### config.mk
export PLATFORM = sky130hd
export DESIGN_NAME = kb_ascii_flat
export DESIGN_NICKNAME = d
export VERILOG_FILES = /design/src/rtl/kb_ascii_if.sv /design/src/rtl/kb_ascii.sv /design/src/flat_wrapper.sv
export SDC_FILE = /design/constraint.sdc
export NUM_CORES = 1
export LEC_CHECK = 0
export CAP_MARGIN = 20
export CELL_PAD_IN_SITES_DETAIL_PLACEMENT = 0
export CELL_PAD_IN_SITES_GLOBAL_PLACEMENT = 2
export CORE_MARGIN = 3
export CORE_UTILIZATION = 32
export CTS_BUF_LIST = sky130_fd_sc_hd__clkbuf_16
export CTS_CLUSTER_DIAMETER = 30
export DETAILED_ROUTE_END_ITERATION = 7
export PLACE_DENSITY_LB_ADDON = 0.2
export SYNTH_ARGS = -nofsm -noshare
export SYNTH_HDL_FRONTEND = slang
export SYNTH_SLANG_ARGS = --single-unit
export TNS_END_PERCENT = 20
### constraint.sdc
create_clock -name clk -period 2.6 [get_ports clk]
set_input_delay 0.52 -clock clk [delete_from_list [all_inputs] [get_ports clk]]
set_output_delay 0.52 -clock clk [all_outputs]
set_load 0.01 [all_outputs]
### src/rtl/kb_ascii_if.sv
// kb_ascii_if
//   Bundles the two handshake sides of the keyboard translator:
//   - FIFO side : fifo_empty, fifo_data (first-word-fall-through head), rd_fifo (pop strobe)
//   - CPU side  : ascii_data, ascii_valid, ascii_ready (valid/ready transfer)
//   modport master : the translator (consumes FIFO, produces characters)
//   modport slave  : the surroundings (FIFO and CPU consumer)
interface kb_ascii_if;
   logic       fifo_empty;
   logic [8:0] fifo_data;
   logic       rd_fifo;
   logic [7:0] ascii_data;
   logic       ascii_valid;
   logic       ascii_ready;

   modport master (
      input  fifo_empty,
      input  fifo_data,
      input  ascii_ready,
      output rd_fifo,
      output ascii_data,
      output ascii_valid
   );

   modport slave (
      output fifo_empty,
      output fifo_data,
      output ascii_ready,
      input  rd_fifo,
      input  ascii_data,
      input  ascii_valid
   );
endinterface

### src/rtl/kb_ascii.sv
// kb_ascii
//   Pops 9-bit make-code entries ({extended, scan code set 2}) from the
//   keyboard receive FIFO and translates each to an 8-bit ASCII/control code.
//   Caps-lock is tracked internally; unmappable entries are counted.
// Ports:
//   clk        system clock
//   rst_n      synchronous active-low reset
//   bus        kb_ascii_if.master: FIFO pop side and CPU valid/ready side
//   caps_lock  current caps-lock state (LED drive)
//   drop_cnt   saturating count of unmapped entries popped
module kb_ascii #(
   parameter int         DROP_CNT_W = 8,
   parameter logic [7:0] ARROW_BASE = 8'h80
) (
   input  logic                  clk,
   input  logic                  rst_n,
   kb_ascii_if.master            bus,
   output logic                  caps_lock,
   output logic [DROP_CNT_W-1:0] drop_cnt
);

   localparam logic [1:0] ST_IDLE  = 2'd0;
   localparam logic [1:0] ST_XLATE = 2'd1;
   localparam logic [1:0] ST_OUT   = 2'd2;

   localparam logic [DROP_CNT_W-1:0] DROP_ONE = {{(DROP_CNT_W-1){1'b0}}, 1'b1};
   localparam logic [DROP_CNT_W-1:0] DROP_MAX = {DROP_CNT_W{1'b1}};

   logic [1:0]            state_q, state_d;
   logic [8:0]            code_q, code_d;
   logic [7:0]            ascii_data_q, ascii_data_d;
   logic                  ascii_valid_q, ascii_valid_d;
   logic                  caps_lock_q, caps_lock_d;
   logic [DROP_CNT_W-1:0] drop_cnt_q, drop_cnt_d;
   logic [8:0]            xlate_s;

   // Returns {hit, code}. Letters are looked up as lowercase and shifted to
   // uppercase by clearing bit 5 when caps-lock is on.
   function automatic logic [8:0] xlate(input logic [8:0] code, input logic caps);
      logic       hit;
      logic       letter;
      logic [7:0] ch;
      hit    = 1'b1;
      letter = 1'b0;
      ch     = 8'h00;
      if (code[8]) begin
         case (code[7:0])
            8'h5A:   ch = 8'h0D;
            8'h75:   ch = ARROW_BASE;
            8'h72:   ch = ARROW_BASE + 8'd1;
            8'h6B:   ch = ARROW_BASE + 8'd2;
            8'h74:   ch = ARROW_BASE + 8'd3;
            default: hit = 1'b0;
         endcase
      end else begin
         letter = 1'b1;
         case (code[7:0])
            8'h1C: ch = 8'h61;
            8'h32: ch = 8'h62;
            8'h21: ch = 8'h63;
            8'h23: ch = 8'h64;
            8'h24: ch = 8'h65;
            8'h2B: ch = 8'h66;
            8'h34: ch = 8'h67;
            8'h33: ch = 8'h68;
            8'h43: ch = 8'h69;
            8'h3B: ch = 8'h6A;
            8'h42: ch = 8'h6B;
            8'h4B: ch = 8'h6C;
            8'h3A: ch = 8'h6D;
            8'h31: ch = 8'h6E;
            8'h44: ch = 8'h6F;
            8'h4D: ch = 8'h70;
            8'h15: ch = 8'h71;
            8'h2D: ch = 8'h72;
            8'h1B: ch = 8'h73;
            8'h2C: ch = 8'h74;
            8'h3C: ch = 8'h75;
            8'h2A: ch = 8'h76;
            8'h1D: ch = 8'h77;
            8'h22: ch = 8'h78;
            8'h35: ch = 8'h79;
            8'h1A: ch = 8'h7A;
            default: begin
               letter = 1'b0;
               case (code[7:0])
                  8'h45:   ch = 8'h30;
                  8'h16:   ch = 8'h31;
                  8'h1E:   ch = 8'h32;
                  8'h26:   ch = 8'h33;
                  8'h25:   ch = 8'h34;
                  8'h2E:   ch = 8'h35;
                  8'h36:   ch = 8'h36;
                  8'h3D:   ch = 8'h37;
                  8'h3E:   ch = 8'h38;
                  8'h46:   ch = 8'h39;
                  8'h29:   ch = 8'h20;
                  8'h5A:   ch = 8'h0D;
                  8'h66:   ch = 8'h08;
                  8'h0D:   ch = 8'h09;
                  8'h76:   ch = 8'h1B;
                  default: hit = 1'b0;
               endcase
            end
         endcase
      end
      if (letter && caps) begin
         ch = ch & 8'hDF;
      end else begin
         ch = ch;
      end
      return {hit, ch};
   endfunction

   assign xlate_s = xlate(code_q, caps_lock_q);

   // Pop only from IDLE, so the strobe is at most one cycle wide per entry.
   assign bus.rd_fifo     = (state_q == ST_IDLE) & ~bus.fifo_empty;
   assign bus.ascii_data  = ascii_data_q;
   assign bus.ascii_valid = ascii_valid_q;
   assign caps_lock       = caps_lock_q;
   assign drop_cnt        = drop_cnt_q;

   // Next-state and datapath logic for the IDLE -> XLATE -> OUT sequence.
   always_comb begin
      state_d       = state_q;
      code_d        = code_q;
      ascii_data_d  = ascii_data_q;
      ascii_valid_d = ascii_valid_q;
      caps_lock_d   = caps_lock_q;
      drop_cnt_d    = drop_cnt_q;
      case (state_q)
         ST_IDLE: begin
            if (!bus.fifo_empty) begin
               code_d  = bus.fifo_data;
               state_d = ST_XLATE;
            end else begin
               state_d = ST_IDLE;
            end
         end
         ST_XLATE: begin
            if (!code_q[8] && (code_q[7:0] == 8'h58)) begin
               caps_lock_d = ~caps_lock_q;
               state_d     = ST_IDLE;
            end else if (xlate_s[8]) begin
               ascii_data_d  = xlate_s[7:0];
               ascii_valid_d = 1'b1;
               state_d       = ST_OUT;
            end else begin
               if (drop_cnt_q != DROP_MAX) begin
                  drop_cnt_d = drop_cnt_q + DROP_ONE;
               end else begin
                  drop_cnt_d = drop_cnt_q;
               end
               state_d = ST_IDLE;
            end
         end
         ST_OUT: begin
            if (bus.ascii_ready) begin
               ascii_valid_d = 1'b0;
               state_d       = ST_IDLE;
            end else begin
               state_d = ST_OUT;
            end
         end
         default: begin
            ascii_valid_d = 1'b0;
            state_d       = ST_IDLE;
         end
      endcase
   end

   // State and output registers with synchronous active-low reset.
   always_ff @(posedge clk) begin
      if (!rst_n) begin
         state_q       <= ST_IDLE;
         code_q        <= 9'h000;
         ascii_data_q  <= 8'h00;
         ascii_valid_q <= 1'b0;
         caps_lock_q   <= 1'b0;
         drop_cnt_q    <= {DROP_CNT_W{1'b0}};
      end else begin
         state_q       <= state_d;
         code_q        <= code_d;
         ascii_data_q  <= ascii_data_d;
         ascii_valid_q <= ascii_valid_d;
         caps_lock_q   <= caps_lock_d;
         drop_cnt_q    <= drop_cnt_d;
      end
   end

endmodule
### src/flat_wrapper.sv
// flat-port wrapper written by rule: the top's interface ports become plain ports
module kb_ascii_flat 
#(
   parameter int         DROP_CNT_W = 8,
   parameter logic [7:0] ARROW_BASE = 8'h80
)
  (clk, rst_n, caps_lock, drop_cnt, bus_fifo_empty, bus_fifo_data, bus_ascii_ready, bus_rd_fifo, bus_ascii_data, bus_ascii_valid);
  kb_ascii_if bus_i ();
  input  logic clk;
  input  logic rst_n;
  output logic caps_lock;
  output logic [DROP_CNT_W-1:0] drop_cnt;
  input wire logic [$bits(bus_i.fifo_empty)-1:0] bus_fifo_empty;
  input wire logic [$bits(bus_i.fifo_data)-1:0] bus_fifo_data;
  input wire logic [$bits(bus_i.ascii_ready)-1:0] bus_ascii_ready;
  output wire logic [$bits(bus_i.rd_fifo)-1:0] bus_rd_fifo;
  output wire logic [$bits(bus_i.ascii_data)-1:0] bus_ascii_data;
  output wire logic [$bits(bus_i.ascii_valid)-1:0] bus_ascii_valid;
  assign bus_i.fifo_empty = bus_fifo_empty;
  assign bus_i.fifo_data = bus_fifo_data;
  assign bus_i.ascii_ready = bus_ascii_ready;
  assign bus_rd_fifo = bus_i.rd_fifo;
  assign bus_ascii_data = bus_i.ascii_data;
  assign bus_ascii_valid = bus_i.ascii_valid;
  kb_ascii #(.DROP_CNT_W(DROP_CNT_W), .ARROW_BASE(ARROW_BASE)) u_core (.clk(clk), .rst_n(rst_n), .bus(bus_i), .caps_lock(caps_lock), .drop_cnt(drop_cnt));
endmodule
==> impl_metrics.ini <==
[worst_setup_path]
slowest_delay_ns = 0.52
regToRegSetupSlack_ns = 0.10
cpMostUsedCell = buf_4
path_class = flop to flop
path_cells = buf_4 > xor2_2 > mux2i_2 > a211oi_2 > nand3_2 > o41a_4 > buf_4 > or3b_1 > a21oi_1
worstPathRequired_ns = 2.81
end_kind = flop
arrival_ns = 2.70
cp_max_fo = 8
critPathSlowestCell = o41a_4
cp-start-kind = flop

[global_routing]
grt_pass1_wl_um = 12300
grt-ovfl-total = 0
grt_max_degree = 25
track_usage_pct = 18.1
grt_pass1_vias = 2479
grt_antenna_before_repair = 0

[final_layout]
multiInputGateArea_um2 = 1610
drive_above_1_share_pct = 26.0
fin_nets = 387
fin_area_um2 = 3250
area_delta_synth_final_pct = 40.3
fill_cells = 717
seqCellArea_um2 = 594
num_antenna_cells = 0
layout_commonest_cell = buf_4
final_cell_mix = buf_4, nand2_1, clkdlybuf4s50_1

[route]
drt_first_iter_violations = 147
firstDrtPassIters = 4
via_per_inst = 5.46
vias = 2560
post_drt_wl_per_cell_um = 16.0
ant_nets = 0
drc = 0
drt-total-wl_um = 7490

[timing]
fin_crit_ns = 2.50
worstMarginPinSlew_ns = 0.573
post-route-period-util_pct = 96.0
setup_violations = 0
fin_skew_ns = 0.00664
final_hold_viol_count = 0
relSlewSlack_pct = 61.4
max_freq_ghz = 0.401
layout_setup_ws_ns = 0.105
drv_slew = 0

[status]
status = finished clean

[die]
die_area_um2 = 8300
fp-row-count = 30
die_height_um = 91.1
core_um2 = 6910
chipWidth_um = 91.1
initial_utilization_pct = 33.6
io_pins = 32

[placement]
portBuffers = 31
place_area_um2 = 3000
pre_cts_ws_ns = -0.120
gp_congestion = 0.858
dp_hpwl_um = 5770

[logic_synthesis]
synth-edff-count = 0
syn_avg_cell_area_um2 = 7.63
syn_nets = 318
syn_inst = 304
syn_area_um2 = 2320
ys_seq_area_share_pct = 25.0
yosysWarningCount = 0
yosys_register_bits = 29
async_flop_share_pct = 0
ys_types = 63
dominantRegCellSynth = dfxtp_1

[cts]
clockRootBuffer = clkbuf_16
clock_path_buffers = 2
cts_made_buffers = 5
holdBufCountCts = 0
path_clk_slew_ns = 0.05
clk_latency_ns = 0.27
cts.sinks = 29
htreeDepth = 2
cts_tree = yes

[pwr]
p_switching_w = 0.000359
intPower_w = 0.000947
switching_share_pct = 27.5
p_comb_share_pct = 22.8
p_per_area_nw_per_um2 = 401
p_leak_nw = 1.18
pwr-share-clk_pct = 40.1
pwr-share-seq_pct = 37.1
irDropWorstVdd_uv = 213

[hold_path]
hp-class = flop to flop

[job]
drv_cap = 0
[synthesized netlist by cell type, drive strengths merged (3+ instances only)]
cell     count  share of area, %
or3          7               1.9
nor4         5               1.3
nor4b        3               1.1
buf         20               6.3
a2111oi      3               1.1
or3b         6               2.3
or2          3              0.81
o31ai        8               2.6
nand2b       8               2.2
a211oi       9               3.1
clkbuf       7               1.2
o32ai        3               1.1
and3         3              0.81
or4bb        3               1.5
dfxtp       29                25
mux2i        6               2.6
inv          5              0.81
o21ai       14               3.0
nand3b       5               1.6
a31oi        5               1.3
or4          6               1.9
o21a         3              0.97
o211ai       5               1.8
nand2       35               5.7
nor3        10               2.2
nor2        18               2.9
nand3       10               2.4
a21oi       30               6.5
nor2b        5               1.3
[worst paths after layout]
kind,from,endpoint,cells after the start
worst max-delay path,u_core.code_q[3],u_core.drop_cnt[1],9
worst min-delay path,u_core.bus.ascii_data[4],u_core.bus.ascii_data[4],2
worst max register to register,u_core.code_q[3],u_core.drop_cnt[1],9
worst min register to register,u_core.bus.ascii_data[4],u_core.bus.ascii_data[4],2
[repair_timing]
action / CTS / global route
gates resized for setup: 3 / 23
setup endpoints to repair: 13 / 17
buffers inserted: 0 / 5
pin swaps: 0 / 6
[layout make-up]
class                           instances  area share [%]
Timing Repair Buffer                   89            23.7
Multi-Input combinational cell        242            49.5
Clock inverter                          2           0.231
Inverter                                6           0.692
Sequential cell                        29            18.3
Clock buffer                            5            3.85
Tap cell                               96            3.69
[per-layer routing]
layer	vias up	track usage [%]	routed length [um]
met5	-	0	0
met4	0	8.17	177
met3	13	2.98	308
met2	68	27.9	3360
met1	1207	24.5	3650
li1	1272	-	-
[kinds of logic after synthesis]
kind of cell / synth area share (%)
xor+xnor: 1.46
simple gates: 34.6
flops: 25.0
compound gates: 26.4
buf+inv: 8.42
fa+ha+maj: 0.540
mux: 3.56
[power groups by stage]
stage	Combinational [W]	Clock (W)	Sequential (W)
2_1_floorplan	0.000170	0	0.000482
4_1_cts	0.000280	0.000536	0.000484
3_3_place_gp	0.000282	0	0.000491
6_report	0.000298	0.000523	0.000484
3_5_place_dp	0.000278	0	0.000492
5_1_grt	0.000323	0.000551	0.000487
[metrics by stage]
step                power, W  instances  setup TNS, ns  utilization [%]  hold slack (ns)
floorplan           0.000652        304              0                -            0.487
global placement    0.000774        457          -1.50             43.4            0.456
detailed placement  0.000770        457         -0.595             43.4            0.471
CTS                  0.00130        464              0             45.4            0.480
global route         0.00136        469      -0.000684             47.1            0.499
finish               0.00131        469              0             47.1            0.476
[worst max-delay path: cells and delay by family, from the launching register on]
kind                   cells  cell delay [ns]
AND/OR/NAND/NOR            2             0.48
AO/OA/AOI/OAI              3             0.88
XOR/XNOR                   1             0.18
multiplexers               1             0.17
flip-flops                 1             0.36
buffers and inverters      2             0.33
[sequential cells by signal, summed over array words and instances (netlist names)]
| register | count |
|---|---|
| u_core.bus.ascii_data | 8 |
| u_core.state_q | 2 |
| u_core.drop_cnt | 8 |
| u_core.bus.ascii_valid | 1 |
| u_core.caps_lock | 1 |
| u_core.code_q | 9 |
Power figures use the tool's default switching activity.
